**config.mk**
```make
export PLATFORM = sky130hd
export DESIGN_NAME = rf_write_arbiter
export DESIGN_NICKNAME = d
export VERILOG_FILES = /design/src/rtl/cpu_types_pkg.sv /design/src/rtl/rfwa_fifo.sv /design/src/rtl/rf_write_arbiter.sv
export SDC_FILE = /design/constraint.sdc
export NUM_CORES = 1
export LEC_CHECK = 0
export ABC_AREA = 1
export CELL_PAD_IN_SITES_DETAIL_PLACEMENT = 0
export CELL_PAD_IN_SITES_GLOBAL_PLACEMENT = 2
export CORE_AREA = 3 3 182 130
export DETAILED_ROUTE_END_ITERATION = 8
export DIE_AREA = 0 0 185 133
export GPL_TIMING_DRIVEN = 0
export HOLD_SLACK_MARGIN = 0.12
export PLACE_DENSITY_LB_ADDON = 0.15
export SKIP_LAST_GASP = 1
export SYNTH_ARGS = -nofsm -noshare
export SYNTH_HDL_FRONTEND = slang
export SYNTH_HIERARCHICAL = 1
export SYNTH_SLANG_ARGS = --single-unit
```
**constraint.sdc**
```tcl
create_clock -name CLK -period 9 [get_ports CLK]
set_input_delay 1.8 -clock CLK [delete_from_list [all_inputs] [get_ports CLK]]
set_output_delay 1.8 -clock CLK [all_outputs]
set_load 0.1 [all_outputs]
```
**src/rtl/cpu_types_pkg.sv**
```systemverilog
// Shared datapath types for the register-file write arbiter and its MDU buffer.
package cpu_types_pkg;

    typedef logic [31:0] word_t;
    typedef logic [4:0]  regbits_t;

    // One buffered MDU result. A killed entry still occupies its slot until it
    // reaches the head, where it is discarded without touching the write port.
    typedef struct packed {
        logic     valid;
        logic     killed;
        regbits_t wsel;
        word_t    wdat;
    } rfwa_entry_t;

endpackage

```
**src/rtl/rfwa_fifo.sv**
```systemverilog
// In-order MDU result buffer with kill-by-destination and destination
// match outputs for two read selects. The caller never pushes when full
// and never pops when empty.
module rfwa_fifo
    import cpu_types_pkg::*;
#(
    parameter int DEPTH = 2
) (
    input  logic                     clk,
    input  logic                     rst,
    input  logic                     push,
    input  regbits_t                 push_wsel,
    input  word_t                    push_wdat,
    input  logic                     pop,
    input  logic                     kill,
    input  regbits_t                 kill_wsel,
    input  regbits_t                 rsel1,
    input  regbits_t                 rsel2,
    output rfwa_entry_t              head,
    output logic [$clog2(DEPTH):0]   count,
    output logic                     match1,
    output logic                     match2
);

    localparam int PW = $clog2(DEPTH);
    localparam int CW = PW + 1;

    rfwa_entry_t   mem [DEPTH];
    logic [PW-1:0] head_ptr;
    logic [PW-1:0] tail_ptr;

    assign head = mem[head_ptr];

    // Storage update: kill marks first, then pop clears the head slot, then
    // push fills the tail slot (pointers wrap naturally at a power of two).
    always_ff @(posedge clk) begin
        if (rst) begin
            head_ptr <= '0;
            tail_ptr <= '0;
            count    <= '0;
            for (int i = 0; i < DEPTH; i++) begin
                mem[i] <= '0;
            end
        end else begin
            if (kill) begin
                for (int i = 0; i < DEPTH; i++) begin
                    if (mem[i].valid && (mem[i].wsel == kill_wsel)) begin
                        mem[i].killed <= 1'b1;
                    end
                end
            end
            if (pop) begin
                mem[head_ptr].valid  <= 1'b0;
                mem[head_ptr].killed <= 1'b0;
                head_ptr             <= head_ptr + 1'b1;
            end
            if (push) begin
                mem[tail_ptr] <= '{valid: 1'b1, killed: 1'b0, wsel: push_wsel, wdat: push_wdat};
                tail_ptr      <= tail_ptr + 1'b1;
            end
            count <= count + CW'(push) - CW'(pop);
        end
    end

    // Live-entry destination match for the two decode read selects.
    always_comb begin
        match1 = 1'b0;
        match2 = 1'b0;
        for (int i = 0; i < DEPTH; i++) begin
            if (mem[i].valid && !mem[i].killed && (mem[i].wsel == rsel1)) match1 = 1'b1;
            if (mem[i].valid && !mem[i].killed && (mem[i].wsel == rsel2)) match2 = 1'b1;
        end
    end

endmodule

```
**src/rtl/rf_write_arbiter.sv**
```systemverilog
// Arbitrates the single register-file write port between pipeline writeback
// (priority) and buffered MDU results, with a starvation-driven forced drain,
// kill of stale MDU results, and pending-write reporting for hazard checks.
module rf_write_arbiter
    import cpu_types_pkg::*;
#(
    parameter int DEPTH        = 2,
    parameter int STARVE_LIMIT = 4
) (
    input  logic     CLK,
    input  logic     nRST,
    input  logic     wb_valid,
    input  regbits_t wb_wsel,
    input  word_t    wb_wdat,
    output logic     wb_ready,
    input  logic     mdu_valid,
    input  regbits_t mdu_wsel,
    input  word_t    mdu_wdat,
    output logic     mdu_ready,
    output logic     rf_WEN,
    output regbits_t rf_wsel,
    output word_t    rf_wdat,
    input  regbits_t rsel1,
    input  regbits_t rsel2,
    output logic     pend_hit1,
    output logic     pend_hit2
);

    localparam int CW = $clog2(DEPTH) + 1;
    localparam int SW = $clog2(STARVE_LIMIT + 1);
    localparam logic [CW-1:0] FULL_COUNT = CW'(DEPTH);
    localparam logic [SW-1:0] STARVE_MAX = SW'(STARVE_LIMIT);

    rfwa_entry_t   head;
    logic [CW-1:0] count;
    logic          match1;
    logic          match2;
    logic [SW-1:0] starve_cnt;

    logic live_head;
    logic dead_head;
    logic drain;
    logic grant_head;
    logic grant_wb;
    logic grant_byp;
    logic mdu_acc;
    logic mdu_drop;
    logic push;
    logic pop;
    logic kill;

    // Forced to 1 while reset is asserted so upstream never stalls on stale state.
    assign wb_ready  = nRST || !drain;
    assign mdu_ready = nRST || (count < FULL_COUNT);

    assign pend_hit1 = (rsel1 != '0) && (match1 || (rf_WEN && (rf_wsel == rsel1)));
    assign pend_hit2 = (rsel2 != '0) && (match2 || (rf_WEN && (rf_wsel == rsel2)));

    // Grant selection: drain > pipeline > live head > empty-buffer bypass.
    always_comb begin
        live_head  = head.valid && !head.killed;
        dead_head  = head.valid && head.killed;
        drain      = live_head && (starve_cnt == STARVE_MAX);
        grant_head = drain || (!wb_valid && live_head);
        grant_wb   = !drain && wb_valid;
        grant_byp  = !drain && !wb_valid && (count == '0) && mdu_valid;
        mdu_acc    = mdu_valid && mdu_ready;
        mdu_drop   = mdu_acc && grant_wb && (wb_wsel != '0) && (wb_wsel == mdu_wsel);
        push       = mdu_acc && !mdu_drop && !grant_byp;
        pop        = grant_head || dead_head;
        kill       = grant_wb && (wb_wsel != '0);
    end

    rfwa_fifo #(
        .DEPTH (DEPTH)
    ) u_fifo (
        .clk       (CLK),
        .rst       (nRST),
        .push      (push),
        .push_wsel (mdu_wsel),
        .push_wdat (mdu_wdat),
        .pop       (pop),
        .kill      (kill),
        .kill_wsel (wb_wsel),
        .rsel1     (rsel1),
        .rsel2     (rsel2),
        .head      (head),
        .count     (count),
        .match1    (match1),
        .match2    (match2)
    );

    // Starvation counter: a killed head holds the count so the entry behind it
    // inherits the wait already accumulated.
    always_ff @(posedge CLK) begin
        if (nRST) begin
            starve_cnt <= '0;
        end else if (live_head) begin
            if (grant_head) begin
                starve_cnt <= '0;
            end else if (starve_cnt < STARVE_MAX) begin
                starve_cnt <= starve_cnt + 1'b1;
            end
        end else if (!dead_head) begin
            starve_cnt <= '0;
        end
    end

    // Registered write port; register 0 writes are consumed with the enable low.
    always_ff @(posedge CLK) begin
        if (nRST) begin
            rf_WEN  <= 1'b0;
            rf_wsel <= '0;
            rf_wdat <= '0;
        end else if (grant_head) begin
            rf_WEN  <= (head.wsel != '0);
            rf_wsel <= head.wsel;
            rf_wdat <= head.wdat;
        end else if (grant_wb) begin
            rf_WEN  <= (wb_wsel != '0);
            rf_wsel <= wb_wsel;
            rf_wdat <= wb_wdat;
        end else if (grant_byp) begin
            rf_WEN  <= (mdu_wsel != '0);
            rf_wsel <= mdu_wsel;
            rf_wdat <= mdu_wdat;
        end else begin
            rf_WEN  <= 1'b0;
        end
    end

endmodule

```
* Yosys cells after proc, flatten, opt, wreduce, memory -nomap -nowiden *
Memory sizes are Yosys's and may differ from the RTL's. A register that Yosys moved wholly into a read port is not among the register bits.
Index checks and enable logic that the tools add are counted.

operators by class
  reductions and logical operators = 48
  magnitude comparators = 2
  add/subtract/negate cells = 5
  mux-type cells = 37
  bitwise operators = 2
  shift-type cells = 0
  equal/unequal tests = 12
  multiply operators = 0
  divide/modulo/power cells = 0

operator list
  kind                                                    number
  2-to-1 mux 32 bit                                       3
  == test 5 bit                                           9
  logical AND 1 bit                                       27
  2-to-1 mux 1 bit                                        27
  nonzero test 5 bit                                      5
  2-to-1 mux 5 bit                                        3
  2-to-1 mux 3 bit                                        4
  zero test 1 bit                                         7
  logical OR 1 bit                                        6
  adder 3 x 1 -> 3 bit (second input constant)            1
  == test 3 bit (second input constant)                   1
  < comparator 3 bit (second input constant)              1
  inequality test 3 x 1 -> 1 bit (second input constant)  1
  nonzero test 3 bit                                      1
  adder 1 bit (second input constant)                     2
  adder 2 x 1 -> 2 bit                                    1
  zero test 2 bit                                         1
  < comparator 2 bit (second input constant)              1
  inequality test 2 bit (second input constant)           1
  OR 1 bit                                                2
  AND reduction 2 bit                                     1
  subtractor 2 x 1 -> 2 bit                               1

storage, ports and cells
  RAM bits = 78
  word-level logic and storage cells = 114
  latch bits = 0
  output and inout port bits = 42
  memories = 1
  bits in registers = 45
  ROM bits = 0
  input bits = 88

memories
  name        depth  width  read ports  clocked after Yosys merged registers in  wr ports  line             text
  u_fifo.mem  2      39     3           1                                        4         rfwa_fifo.sv:28  rfwa_entry_t mem [DEPTH];

* Longest topological paths before layout *
Gate-level depths: netlist of run 1.

  depth in word-level cells = 14
  depth in mapped cells = 17
  gate-level depth less buffers = 15

* By module *
Netlist of run 1, hierarchy kept.

modules (own cells, without submodules)
  module            area each (µm²)  seq. area each (µm²)  instances  cells an instance
  rfwa_fifo         4001.3           2402.3                1          401
  rf_write_arbiter  3024.2           820.8                 1          552

* Least setup slack after synthesis of run 1 *
Ideal clock, no wire load.

  path kind = in2out
  start = in rsel2[4]
  end = out pend_hit2
  path buffers = 0
  cell stages on the path = 9
  slack = 3.397 ns
  arrival time = 3.803 ns
  required time = 7.200 ns
  cells stage by stage = inv_1 nor2_1 nor3_1 nand3_1 nand2_1 inv_1 nand2_1 a21oi_1 a21oi_1

on the way
  cells in the longest elaborated chain, start to end = 6
  elaborated cells between the ends (all ways) = 11
  classes of those cells = eq/ne (3); mux (2); reduce/logical (6)

ends and longest elaborated chain
  item                   line                    text
  start: declaration     rf_write_arbiter.sv:24  input regbits_t rsel2,
  == test 5 bit          rfwa_fifo.sv:71         if (mem[i].valid && !mem[i].killed && (mem[i].wsel == rsel2)) match2 = 1'b1;
  logical AND 1 bit      rfwa_fifo.sv:71
  2-to-1 mux 1 bit       rfwa_fifo.sv:71
  2-to-1 mux 1 bit (*)   rfwa_fifo.sv:71
  named net match2       rf_write_arbiter.sv:37  logic match2;
  logical OR 1 bit (*)   rf_write_arbiter.sv:57  assign pend_hit2 = (rsel2 != '0) && (match2 || (rf_WEN && (rf_wsel == rsel2)));
  logical AND 1 bit (*)  rf_write_arbiter.sv:57
  end: declaration       rf_write_arbiter.sv:26  output logic pend_hit2

Mark *: on every way through the listed nets, which the timed path passes. The rest lies on a longest branch.

* Worst setup path after layout of run 1 *
  start = in rsel1[2]
  end = out pend_hit1

on the way
  cells in the longest elaborated chain, start to end = 6
  elaborated cells between the ends (all ways) = 11
  classes of those cells = eq/ne (3); mux (2); reduce/logical (6)

ends and longest elaborated chain
  item                   line                    text
  start: declaration     rf_write_arbiter.sv:23  input regbits_t rsel1,
  == test 5 bit          rfwa_fifo.sv:70         if (mem[i].valid && !mem[i].killed && (mem[i].wsel == rsel1)) match1 = 1'b1;
  logical AND 1 bit      rfwa_fifo.sv:70
  2-to-1 mux 1 bit       rfwa_fifo.sv:70
  2-to-1 mux 1 bit (*)   rfwa_fifo.sv:70
  named net match1       rf_write_arbiter.sv:36  logic match1;
  logical OR 1 bit (*)   rf_write_arbiter.sv:56  assign pend_hit1 = (rsel1 != '0) && (match1 || (rf_WEN && (rf_wsel == rsel1)));
  logical AND 1 bit (*)  rf_write_arbiter.sv:56
  end: declaration       rf_write_arbiter.sv:25  output logic pend_hit1,

Marks and branches as above.

==> impl_metrics.py, run 1 <==
metrics = {
    "floorplan": {
        "pin_count": 130,
        "die_area_um2": 24600,
        "start_util_pct": 32.2,
        "fp.dieW_um": 185,
        "die_h_um": 133,
        "core_um2": 21800,
        "rows": 45,
    },
    "synth": {
        "ys_seq_elements": 124,
        "syn_inst": 953,
        "syn_area_um2": 7030,
        "syn_area_per_cell_um2": 7.37,
        "synth_area_leaders": "edfxtp_1, nor2_1, dfxtp_1",
        "synthXorXnorAreaFrac_pct": 1.50,
        "yosysTopAreaCell": "edfxtp_1",
        "synth_compound_area_share_pct": 8.12,
        "ys_seq_area_share_pct": 45.9,
        "synthAdderAreaFrac_pct": 0.712,
        "synth_mux_area_share_pct": 5.13,
        "yosys_warnings": 6,
        "synth_top_cells_by_count": "nor2_1, inv_1, nand2_1, edfxtp_1, o21ai_0",
        "yosysTopAreaCellShare_pct": 31.6,
        "synth_ff_type": "edfxtp_1",
        "synth_cell_types": 29,
        "synth_top_family_by_area": "simple AND/OR/NAND/NOR gates",
        "yosysMostFrequentCell": "nor2_1",
        "synth_edf_count": 74,
        "postSynth.asyncResetShare_pct": 0,
        "synthSimpleGateAreaFrac_pct": 25.8,
        "syn_nets": 1045,
    },
    "cts": {
        "cts_root_buffer": "clkbuf_16",
        "tritoncts": "yes",
        "cts_setup_buffers": 0,
        "cts.sinks": 124,
        "clk_latency_ps": 410,
        "clk_pin_slew_worst_paths_ps": 60,
        "clock_path_buffers": 2,
        "cts_resized": 0,
        "numCtsBuffers": 17,
        "htree_levels": 4,
        "postCtsHoldBufs": 0,
    },
    "critical_path": {
        "startpoint_type": "input pin",
        "cp_max_fo": 5,
        "cp_data_arrival_time_ps": 4360,
        "worstPathRequired_ps": 7200,
        "critPathCaptureType": "output pin",
        "startpoint": "rsel1[2]",
        "crit_type": "in2out",
    },
    "timing": {
        "slew_viol_final": 0,
        "fin_crit_sh_pct": 68.4,
        "fin_worst_skew_ps": 6.14,
        "tightest_slew_ps": 1010,
        "fin_tns_setup_ps": 0,
        "finalSetupViolations": 0,
        "rsz0062_at_grt": "no",
        "max_freq_mhz": 162,
        "finalHoldViolations": 0,
        "fin_crit_ps": 6160,
        "whs_ps": 491,
        "slew_headroom_pct": 32.6,
    },
    "global_routing": {
        "overflow": 0,
        "antenna_found_initial": 1,
        "grt_pass1_wl_mm": 36.1,
        "grt_pass1_vias": 6063,
        "grt_usage_pct": 19.5,
        "grt_max_degree": 31,
    },
    "power": {
        "p_total_mw": 2.07,
        "power_leakage_nw": 4.26,
        "cellPowerDensity_nw_per_um2": 224,
        "power_frac_seq_pct": 34.8,
        "power_frac_clock_pct": 31.8,
        "p_sw_share_pct": 38.1,
        "p_sw_mw": 0.791,
        "power_frac_comb_pct": 33.5,
        "p_int_mw": 1.28,
        "peakVddDrop_v": 0.000143,
    },
    "min_path": {
        "min_from": "u_fifo/mem[1][37]",
        "hold_path_class": "reg2reg",
    },
    "drt": {
        "wl_mm": 23.9,
        "routedWlPerCell_um": 17.1,
        "antenna_left": 0,
        "viasPerCell": 4.53,
        "dr_total_vias": 6330,
        "dr.pass1.iters": 4,
        "drt_iter0_markers": 388,
        "drc_errors": 0,
    },
    "finish": {
        "drive_above_1_share_pct": 10.1,
        "syn_to_final_growth_pct": 32.0,
        "fillerInstances": 2260,
        "diodes": 0,
        "nets": 1195,
    },
    "flow_run": {
        "maxCapViolCount": 0,
    },
    "place": {
        "gp_congestion": 0.848,
        "portBuffers": 129,
        "place_hpwl_mm": 17.3,
    },
    "outcome": {
        "status": "completed",
    },
}
-- final cells by class --
cell class                      count  area, µm²  area share (%)
Buffer                             39        270            2.91
Clock buffer                       18        429            4.63
Clock inverter                     13        128            1.38
Inverter                          169        637            6.87
Multi-Input combinational cell    621       2900            31.3
Sequential cell                   124       3220            34.8
Tap cell                          282        353            3.81
Timing Repair Buffer              131       1330            14.4
-- stage by stage --
stage	utilization (%)	instances	area, µm²	worst slack, ps
global route	42.4	1397	9270	2610
CTS	42.4	1397	9270	2830
finish	42.4	1397	9270	2840
floorplan	-	953	7030	3400
global placement	39.7	1364	8670	2820
detailed placement	39.9	1366	8710	2850
-- worst paths after layout --
path	end	slack, ps	cells past startpoint
hold reg to reg	u_fifo/mem[1][37]	490	2
setup reg to reg	u_fifo/mem[0][13]	5510	15
hold / removal	u_fifo/mem[1][37]	490	2
setup / recovery	pend_hit1	2840	10
-- worst max-delay path: stages --
cell and delay, ps:
clkdlybuf4s50_1 610, nor2_1 80, nor3_1 210, nand3_1 100
nand2_1 90, inv_1 70, nand2_1 60, a21oi_1 60
a21oi_1 120, clkdlybuf4s50_1 1150
-- cells by family after synthesis --
family,count (synthesis)
compound gates,111
xor+xnor,12
fa+ha+maj,4
buf+inv,208
flops,124
mux,32
simple gates,462
-- state kept, by name, summed over array words and instances (netlist names), named ones only --
register         count
u_fifo/mem          78
u_fifo/tail_ptr      1
rf_WEN               1
u_fifo/count         2
rf_wsel              5
starve_cnt           3
u_fifo/head_ptr      1
rf_wdat             32
-- layout by cell type, fill, tap and decap left out, types with 22 or more instances in the layout --
master	instances
nor2_1	268
inv_1	164
mux2_2	32
edfxtp_1	74
nand3_1	22
o21ai_0	51
clkdlybuf4s50_1	129
dfxtp_1	50
nand2_1	156
a21oi_1	46
-- metal layers --
metal,vias to the layer above,global-route usage (%),wire [µm]
li1,3250,-,-
met1,2892,31.4,13000
met2,174,27.0,9530
met3,12,3.76,1290
met4,2,3.25,124
met5,-,0,7
-- power by group through the flow --
stage | registers [mW] | logic (mW) | clock network [mW]
5_1_grt | 0.729 | 0.746 | 0.694
2_1_floorplan | 0.947 | 0.255 | 0
3_5_place_dp | 0.731 | 0.697 | 0
3_3_place_gp | 0.733 | 0.693 | 0
4_1_cts | 0.720 | 0.700 | 0.669
6_report | 0.721 | 0.694 | 0.659
Power figures use the tool's default switching activity.
==> inputs of run 2 (changes only) <==
--- a/config.mk
+++ b/config.mk
@@ -8,9 +8,9 @@
 export ABC_AREA = 1
 export CELL_PAD_IN_SITES_DETAIL_PLACEMENT = 0
 export CELL_PAD_IN_SITES_GLOBAL_PLACEMENT = 2
-export CORE_AREA = 3 3 182 130
+export CORE_AREA = 3 3 187 135
 export DETAILED_ROUTE_END_ITERATION = 8
-export DIE_AREA = 0 0 185 133
+export DIE_AREA = 0 0 190 138
 export GPL_TIMING_DRIVEN = 0
 export HOLD_SLACK_MARGIN = 0.12
 export PLACE_DENSITY_LB_ADDON = 0.15
==> constraint.sdc (replaced) <==
create_clock -name CLK -period 6.35 [get_ports CLK]
set_input_delay 1.27 -clock CLK [delete_from_list [all_inputs] [get_ports CLK]]
set_output_delay 1.27 -clock CLK [all_outputs]
set_load 0.1 [all_outputs]
==> impl_metrics.py, run 2 (synthesis results as in run 1) <==
metrics = {
    "outcome": {
        "status": "completed",
    },
    "cts": {
        "clk_latency_ps": 420,
        "htree_levels": 4,
        "clk_pin_slew_worst_paths_ps": 60,
        "cts.sinks": 124,
        "tritoncts": "yes",
        "postCtsHoldBufs": 0,
        "cts_setup_buffers": 0,
        "clock_path_buffers": 2,
        "numCtsBuffers": 17,
        "cts_root_buffer": "clkbuf_16",
        "cts_resized": 0,
    },
    "global_routing": {
        "grt_pass1_vias": 6173,
        "antenna_found_initial": 3,
        "grt_pass1_wl_mm": 36.9,
        "grt_usage_pct": 18.4,
        "overflow": 0,
        "grt_max_degree": 29,
    },
    "timing": {
        "fin_worst_skew_ps": 9.01,
        "slew_viol_final": 0,
        "tightest_slew_ps": 1030,
        "whs_ps": 485,
        "finalSetupViolations": 0,
        "rsz0062_at_grt": "no",
        "fin_crit_sh_pct": 82.6,
        "slew_headroom_pct": 31.2,
        "max_freq_mhz": 191,
        "fin_tns_setup_ps": 0,
        "fin_crit_ps": 5250,
        "finalHoldViolations": 0,
    },
    "critical_path": {
        "worstReg2RegEnd": "u_fifo/mem[0][8]",
        "r2r_slack_ps": 2900,
        "startpoint_type": "input pin",
        "reg2regPathDepth": 15,
        "cp_max_fo": 5,
        "startpoint": "rsel1[3]",
        "crit_type": "in2out",
        "worstPathRequired_ps": 5080,
        "critPathCaptureType": "output pin",
        "crit_end": "pend_hit1",
        "cp_data_arrival_time_ps": 3980,
    },
    "finish": {
        "layout.area.seq_um2": 3220,
        "layout.cells.most_common_list": "nor2_1, inv_1, nand2_1",
        "reg.largest.list": "u_fifo/mem x78, rf_wdat x32, rf_wsel x5",
        "drive_above_1_share_pct": 10.3,
        "nets": 1195,
        "syn_to_final_growth_pct": 32.9,
        "multi_input_area_um2": 2900,
        "diodes": 0,
        "largest_reg_flops": 78,
        "fillerInstances": 2444,
        "regMostFlops": "u_fifo/mem",
        "final_common_cell": "nor2_1",
    },
    "min_path": {
        "hold_depth": 2,
        "hold_path_class": "reg2reg",
    },
    "place": {
        "portBuffers": 129,
        "gp_congestion": 0.820,
        "place_hpwl_mm": 17.3,
    },
    "power": {
        "cellPowerDensity_nw_per_um2": 317,
        "peakVddDrop_v": 0.000205,
        "power_leakage_nw": 4.26,
    },
    "drt": {
        "antenna_left": 0,
        "wl_mm": 23.5,
        "dr.pass1.iters": 5,
        "drt_iter0_markers": 529,
        "drc_errors": 0,
        "viasPerCell": 4.38,
        "routedWlPerCell_um": 16.4,
        "dr_total_vias": 6285,
    },
    "floorplan": {
        "start_util_pct": 29.9,
        "fp.dieW_um": 190,
        "die_area_um2": 26200,
        "die_h_um": 138,
        "core_um2": 23500,
        "rows": 47,
        "pin_count": 130,
    },
    "flow_run": {
        "maxCapViolCount": 0,
    },
}
## run 2: report_power, final
group / internal [mW] / total, mW / switching, mW
combinational: 0.288 / 0.979 / 0.691
clock: 0.575 / 0.962 / 0.387
sequential: 0.960 / 1.02 / 0.0590
## run 2: cell type report
cell class	count	area share [%]
flip-flops and latches	124	34.5
clock inverters	15	1.61
repair buffers	131	14.3
clock buffers	17	4.56
multi-input cells	621	31.1
inverters	169	6.82
well taps	318	4.26
plain buffers	39	2.90
## run 2: worst min path at each step
stage / endpoint / from / slack, ps
2_1_floorplan: u_fifo/mem[0][37] / u_fifo/mem[0][37] / 450
3_3_place_gp: u_fifo/mem[1][37] / u_fifo/mem[1][37] / 470
3_5_place_dp: u_fifo/mem[1][37] / u_fifo/mem[1][37] / 470
4_1_cts: u_fifo/mem[1][37] / u_fifo/mem[1][37] / 480
5_1_grt: u_fifo/tail_ptr / u_fifo/tail_ptr / 520
6_report: u_fifo/mem[1][37] / u_fifo/mem[1][37] / 490
## run 2: critical path, cell delays in order
cell             delay (ps)
clkdlybuf4s50_1         660
inv_1                    70
nand2_1                  60
nand2_1                  90
nor3_1                  170
nand3_1                 100
nand2_1                  70
inv_1                    60
nand2_1                  60
a21oi_1                  60
a21oi_1                 140
clkdlybuf4s50_1        1150
## run 2: routing by layer
metal | wire, µm | vias to the layer above | global-route usage [%]
met1 | 12500 | 2866 | 29.0
met3 | 1400 | 16 | 4.05
met2 | 9400 | 155 | 25.5
met4 | 172 | 4 | 3.73
li1 | - | 3244 | -
met5 | 23 | - | 0
## run 2: through the flow
| step | total power, mW | worst slack (ps) | util, % | cells | instance area (µm²) |
|---|---|---|---|---|---|
| after floorplan | 1.70 | 1810 | - | 953 | 7030 |
| after global placement | 2.02 | 1080 | 37.1 | 1400 | 8710 |
| after detailed placement | 2.02 | 1140 | 37.3 | 1402 | 8760 |
| after CTS | 2.99 | 1140 | 39.8 | 1434 | 9340 |
| after global routing | 3.11 | 1010 | 39.8 | 1434 | 9340 |
| final | 2.96 | 1100 | 39.8 | 1434 | 9340 |
==> inputs of run 3 (changes only) <==
--- a/config.mk
+++ b/config.mk
@@ -8,9 +8,9 @@
 export ABC_AREA = 1
 export CELL_PAD_IN_SITES_DETAIL_PLACEMENT = 0
 export CELL_PAD_IN_SITES_GLOBAL_PLACEMENT = 2
-export CORE_AREA = 3 3 187 135
+export CORE_AREA = 3 3 197 141
 export DETAILED_ROUTE_END_ITERATION = 8
-export DIE_AREA = 0 0 190 138
+export DIE_AREA = 0 0 200 144
 export GPL_TIMING_DRIVEN = 0
 export HOLD_SLACK_MARGIN = 0.12
 export PLACE_DENSITY_LB_ADDON = 0.15
==> constraint.sdc (replaced) <==
create_clock -name CLK -period 4.5 [get_ports CLK]
set_input_delay 0.9 -clock CLK [delete_from_list [all_inputs] [get_ports CLK]]
set_output_delay 0.9 -clock CLK [all_outputs]
set_load 0.1 [all_outputs]
==> impl_metrics.py, run 3 (synthesis results as in run 1) <==
metrics = {
    "outcome": {
        "status": "completed",
    },
    "timing": {
        "slew_headroom_pct": 27.7,
        "setup_slack_ps": 274,
        "tightest_slew_ps": 1080,
        "fin_worst_skew_ps": 10.8,
        "max_freq_mhz": 237,
        "fin_crit_sh_pct": 93.9,
        "whs_ps": 490,
        "slew_viol_final": 0,
        "finalSetupViolations": 0,
        "fin_crit_ps": 4230,
        "fin_tns_setup_ps": 0,
        "finalHoldViolations": 0,
        "rsz0062_at_grt": "no",
    },
    "critical_path": {
        "cp_cell_sequence": "clkdlybuf4s50_1 > inv_1 > clkbuf_1 > nand3_1 > clkdlybuf4s50_1",
        "cp.depth": 5,
        "critPathBufInv": 4,
        "r2r_slack_ps": 970,
        "worstReg2RegEnd": "u_fifo/mem[0][14]",
        "reg2regPathDepth": 15,
        "crit_type": "in2out",
        "worstPathRequired_ps": 3600,
        "startpoint_type": "input pin",
        "cpPeakStageDelay_ps": 1140,
        "critPathCaptureType": "output pin",
        "cp_max_fo": 10,
        "crit_end": "wb_ready",
        "cp_data_arrival_time_ps": 3330,
        "crit_path_top_delay_cell": "clkdlybuf4s50_1",
        "startpoint": "nRST",
        "cpLargestDelayFamily": "buffers and inverters",
        "path_common_cell": "clkdlybuf4s50_1",
    },
    "floorplan": {
        "start_util_pct": 27.2,
        "core_um2": 25800,
        "fp.dieW_um": 200,
        "pin_count": 130,
        "die_h_um": 144,
        "rows": 49,
        "die_area_um2": 28800,
    },
    "cts": {
        "cts_root_buffer": "clkbuf_16",
        "cts_setup_buffers": 0,
        "numCtsBuffers": 17,
        "clk_pin_slew_worst_paths_ps": 60,
        "postCtsHoldBufs": 0,
        "cts_resized": 0,
        "htree_levels": 4,
        "tritoncts": "yes",
        "clock_path_buffers": 2,
        "cts.sinks": 124,
        "clk_latency_ps": 420,
    },
    "finish": {
        "syn_to_final_growth_pct": 34.1,
        "fin_util_pct": 36.5,
        "regMostFlops": "u_fifo/mem",
        "nets": 1195,
        "fin_area_um2": 9420,
        "largest_reg_flops": 78,
        "drive_above_1_share_pct": 10.0,
        "final_common_cell": "nor2_1",
        "diodes": 0,
        "instances_no_fill": 1473,
        "reg.largest.list": "u_fifo/mem x78, rf_wdat x32, rf_wsel x5",
        "layout.cells.most_common_list": "nor2_1, inv_1, nand2_1",
        "fillerInstances": 2808,
    },
    "power": {
        "peakVddDrop_v": 0.000240,
        "power_frac_seq_pct": 33.7,
        "power_frac_clock_pct": 33.8,
        "p_int_mw": 2.68,
        "p_sw_share_pct": 37.3,
        "cellPowerDensity_nw_per_um2": 454,
        "p_total_mw": 4.28,
        "power_leakage_nw": 4.31,
        "p_sw_mw": 1.60,
        "power_frac_comb_pct": 32.6,
    },
    "global_routing": {
        "grt_max_degree": 30,
        "grt_pass1_wl_mm": 37.6,
        "overflow": 0,
        "antenna_found_initial": 1,
        "grt_usage_pct": 17.6,
        "grt_pass1_vias": 6139,
    },
    "min_path": {
        "hold_path_class": "reg2reg",
    },
    "place": {
        "gp_congestion": 0.763,
        "dp_slack_ps": 28.1,
        "portBuffers": 129,
        "dpl_cell_area_um2": 8810,
        "place_inst": 1441,
        "place_hpwl_mm": 18.0,
    },
    "flow_run": {
        "maxCapViolCount": 0,
    },
    "drt": {
        "wl_mm": 24.7,
        "dr.pass1.iters": 5,
        "dr_total_vias": 6338,
        "routedWlPerCell_um": 16.7,
        "drc_errors": 0,
        "drt_iter0_markers": 469,
        "antenna_left": 0,
        "viasPerCell": 4.30,
    },
}
-- run 3: how the worst min path moves through the flow --
| stage | startpoint | endpoint | slack [ps] | cells past startpoint |
|---|---|---|---|---|
| 6_report | starve_cnt[1] | starve_cnt[1] | 490 | 2 |
| 5_1_grt | u_fifo/tail_ptr | u_fifo/tail_ptr | 520 | 2 |
| 4_1_cts | u_fifo/mem[1][37] | u_fifo/mem[1][37] | 490 | 2 |
| 3_5_place_dp | u_fifo/mem[1][37] | u_fifo/mem[1][37] | 480 | 2 |
| 3_3_place_gp | u_fifo/mem[0][37] | u_fifo/mem[0][37] | 470 | 2 |
| 2_1_floorplan | u_fifo/mem[0][37] | u_fifo/mem[0][37] | 450 | 2 |
-- run 3: tightest hold or removal path, delay by kind of cell (launching register included) --
family	cells	cell delay (ps)
compound gates	1	60
buf+inv	1	70
flops	1	310
-- run 3: per-layer routing --
| layer | part of all wire, % | vias to the layer above | global-route usage (%) |
|---|---|---|---|
| met5 | 0.081 | - | 0 |
| met4 | 0.75 | 2 | 3.41 |
| met3 | 5.2 | 18 | 3.94 |
| met2 | 38 | 148 | 23.5 |
| met1 | 56 | 2924 | 28.4 |
| li1 | - | 3246 | - |
-- run 3: power groups by stage --
stage | combinational [mW] | clock [mW] | sequential, mW
after floorplan | 0.511 | 0 | 1.89
after global placement | 1.40 | 0 | 1.47
after detailed placement | 1.40 | 0 | 1.46
after CTS | 1.41 | 1.48 | 1.44
after global routing | 1.51 | 1.52 | 1.46
final | 1.39 | 1.45 | 1.44
-- run 3: final cells by class --
cell class              count  area [µm²]  share of cell area (%)
plain buffers              39         270                    2.87
clock buffers              20         437                    4.63
clock inverters            12         173                    1.83
inverters                 169         637                    6.76
multi-input cells         621        2900                    30.8
flip-flops and latches    124        3220                    34.2
well taps                 357         447                    4.74
repair buffers            131        1340                    14.2
==> variant, RTL diff (flow settings as in run 3) <==
The parameter `STARVE_LIMIT` goes from 4 to 2.
--- a/src/rtl/rf_write_arbiter.sv
+++ b/src/rtl/rf_write_arbiter.sv
@@ -5,7 +5,7 @@
     import cpu_types_pkg::*;
 #(
     parameter int DEPTH        = 2,
-    parameter int STARVE_LIMIT = 4
+    parameter int STARVE_LIMIT = 2
 ) (
     input  logic     CLK,
     input  logic     nRST,
Behaviour: not the same (Yosys sat finds a counterexample within 4 cycles, from zero or initial values and one cycle with nRST high).
==> variant against run 3 <==
  * Total power is 3.5% lower
  * Global-route usage is 0.28 points higher
  * Worst setup slack worse by 140 ps
  * Design area is 1.7% higher
  * Wire length is 1.3% higher
  * Area after synthesis is 3.3% higher
  * Hold slack worse by 15 ps
  * Sequential cell count is 1 lower
  * Clock power is 11% lower
  * Critical path type unchanged
  * Largest power group is now registers
==> variant: results (changes against run 3) <==
metric	value	unit	change
worstPathMaxFanout	6		-4
cts_resized	3		+3
wl_met1	13.7	mm	-0.49%
avgRoutedWirePerCell	16.6	µm	-1.1%
n_clock_buffer	23		+15%
gp_congestion	0.812		+6.4%
routed_wl	25.0	mm	+1.3%
multi_input_area	3010	µm²	+3.8%
status	finished, final reports clean		
crit_path_start	rsel2[0]		
wl_met3	1.13	mm	-12%
whs	475	ps	-15.0 ps
fin_skew	9.63	ps	-1.14 ps
use_met3	3.61	%	-0.33 points
internal_power	2.56	mW	-4.6%
regToRegSetupSlack	590	ps	-380 ps
fill_cells	2800		-0.28%
synth_compound_area_share	5.55	%	-2.6 points
synthMuxAreaShare	4.96	%	-0.17 points
syn_nets	1080		+3.3%
worstHoldEndpoint	u_fifo/mem[0][37]		
num-multi-input-gates	623		+0.32%
seq_share	33.4	%	-0.78 points
min_period	4370	ps	+144 ps
inverters	202		+20%
grt_max_degree	24		-20%
p_leak	4.45	nW	+3.0%
buf_share	16.9	%	-0.10 points
ys_seq_elements	123		-0.81%
synth_cell_types	27		-6.9%
met1_usage	28.2	%	-0.15 points
netlist_top_cells_area	edfxtp_1, dfxtp_1, nand2_1		
met2_usage	25.0	%	+1.4 points
top_layer	met4		
netlist_top_cells_count	nand2_1, inv_1, nor2_1		
antenna_found_initial	0		-1
place_hpwl	18.6	mm	+3.3%
grt_pass1_vias	6314		+2.9%
grt_pass1_wl	38.1	mm	+1.3%
gr-usage-all-layers	17.9	%	+0.28 points
r2r_cells	16		+1
r2r_end	u_fifo/mem[0][25]		
arrival	3470	ps	+140 ps
area_growth	32.0	%	
nNonClkBuffers	172		+1.2%
nNetsFinal	1230		+2.9%
cpPeakStageDelay	890	ps	-250 ps
placed_area	9040	µm²	+2.7%
dr_wl_met2	9.99	mm	+6.0%
[variant: changes by cell type after synthesis, moves of 35 or more]
cell / before / now
nor2_1: 268 / 195
nand2_1: 158 / 208
nand3_1: 22 / 60
o21ai_0: 51 / 14
inv_1: 164 / 199
or2_2: 0 / 35
[variant: worst max-delay path by stage]
| stage | to | cells past startpoint |
|---|---|---|
| floorplan | pend_hit1 | 6 |
| global placement | u_fifo/mem[0][1] | 11 |
| detailed placement | pend_hit2 | 12 |
| CTS | mdu_ready | 5 |
| global route | pend_hit2 | 12 |
| finish | pend_hit2 | 12 |
[variant: power by group through the flow]
stage          Combinational, mW  Sequential (mW)  Clock [mW]
3_5_place_dp                1.43             1.44           0
6_report                    1.42             1.42        1.29
4_1_cts                     1.44             1.42        1.32
3_3_place_gp                1.43             1.44           0
2_1_floorplan              0.580             1.85           0
5_1_grt                     1.54             1.44        1.37
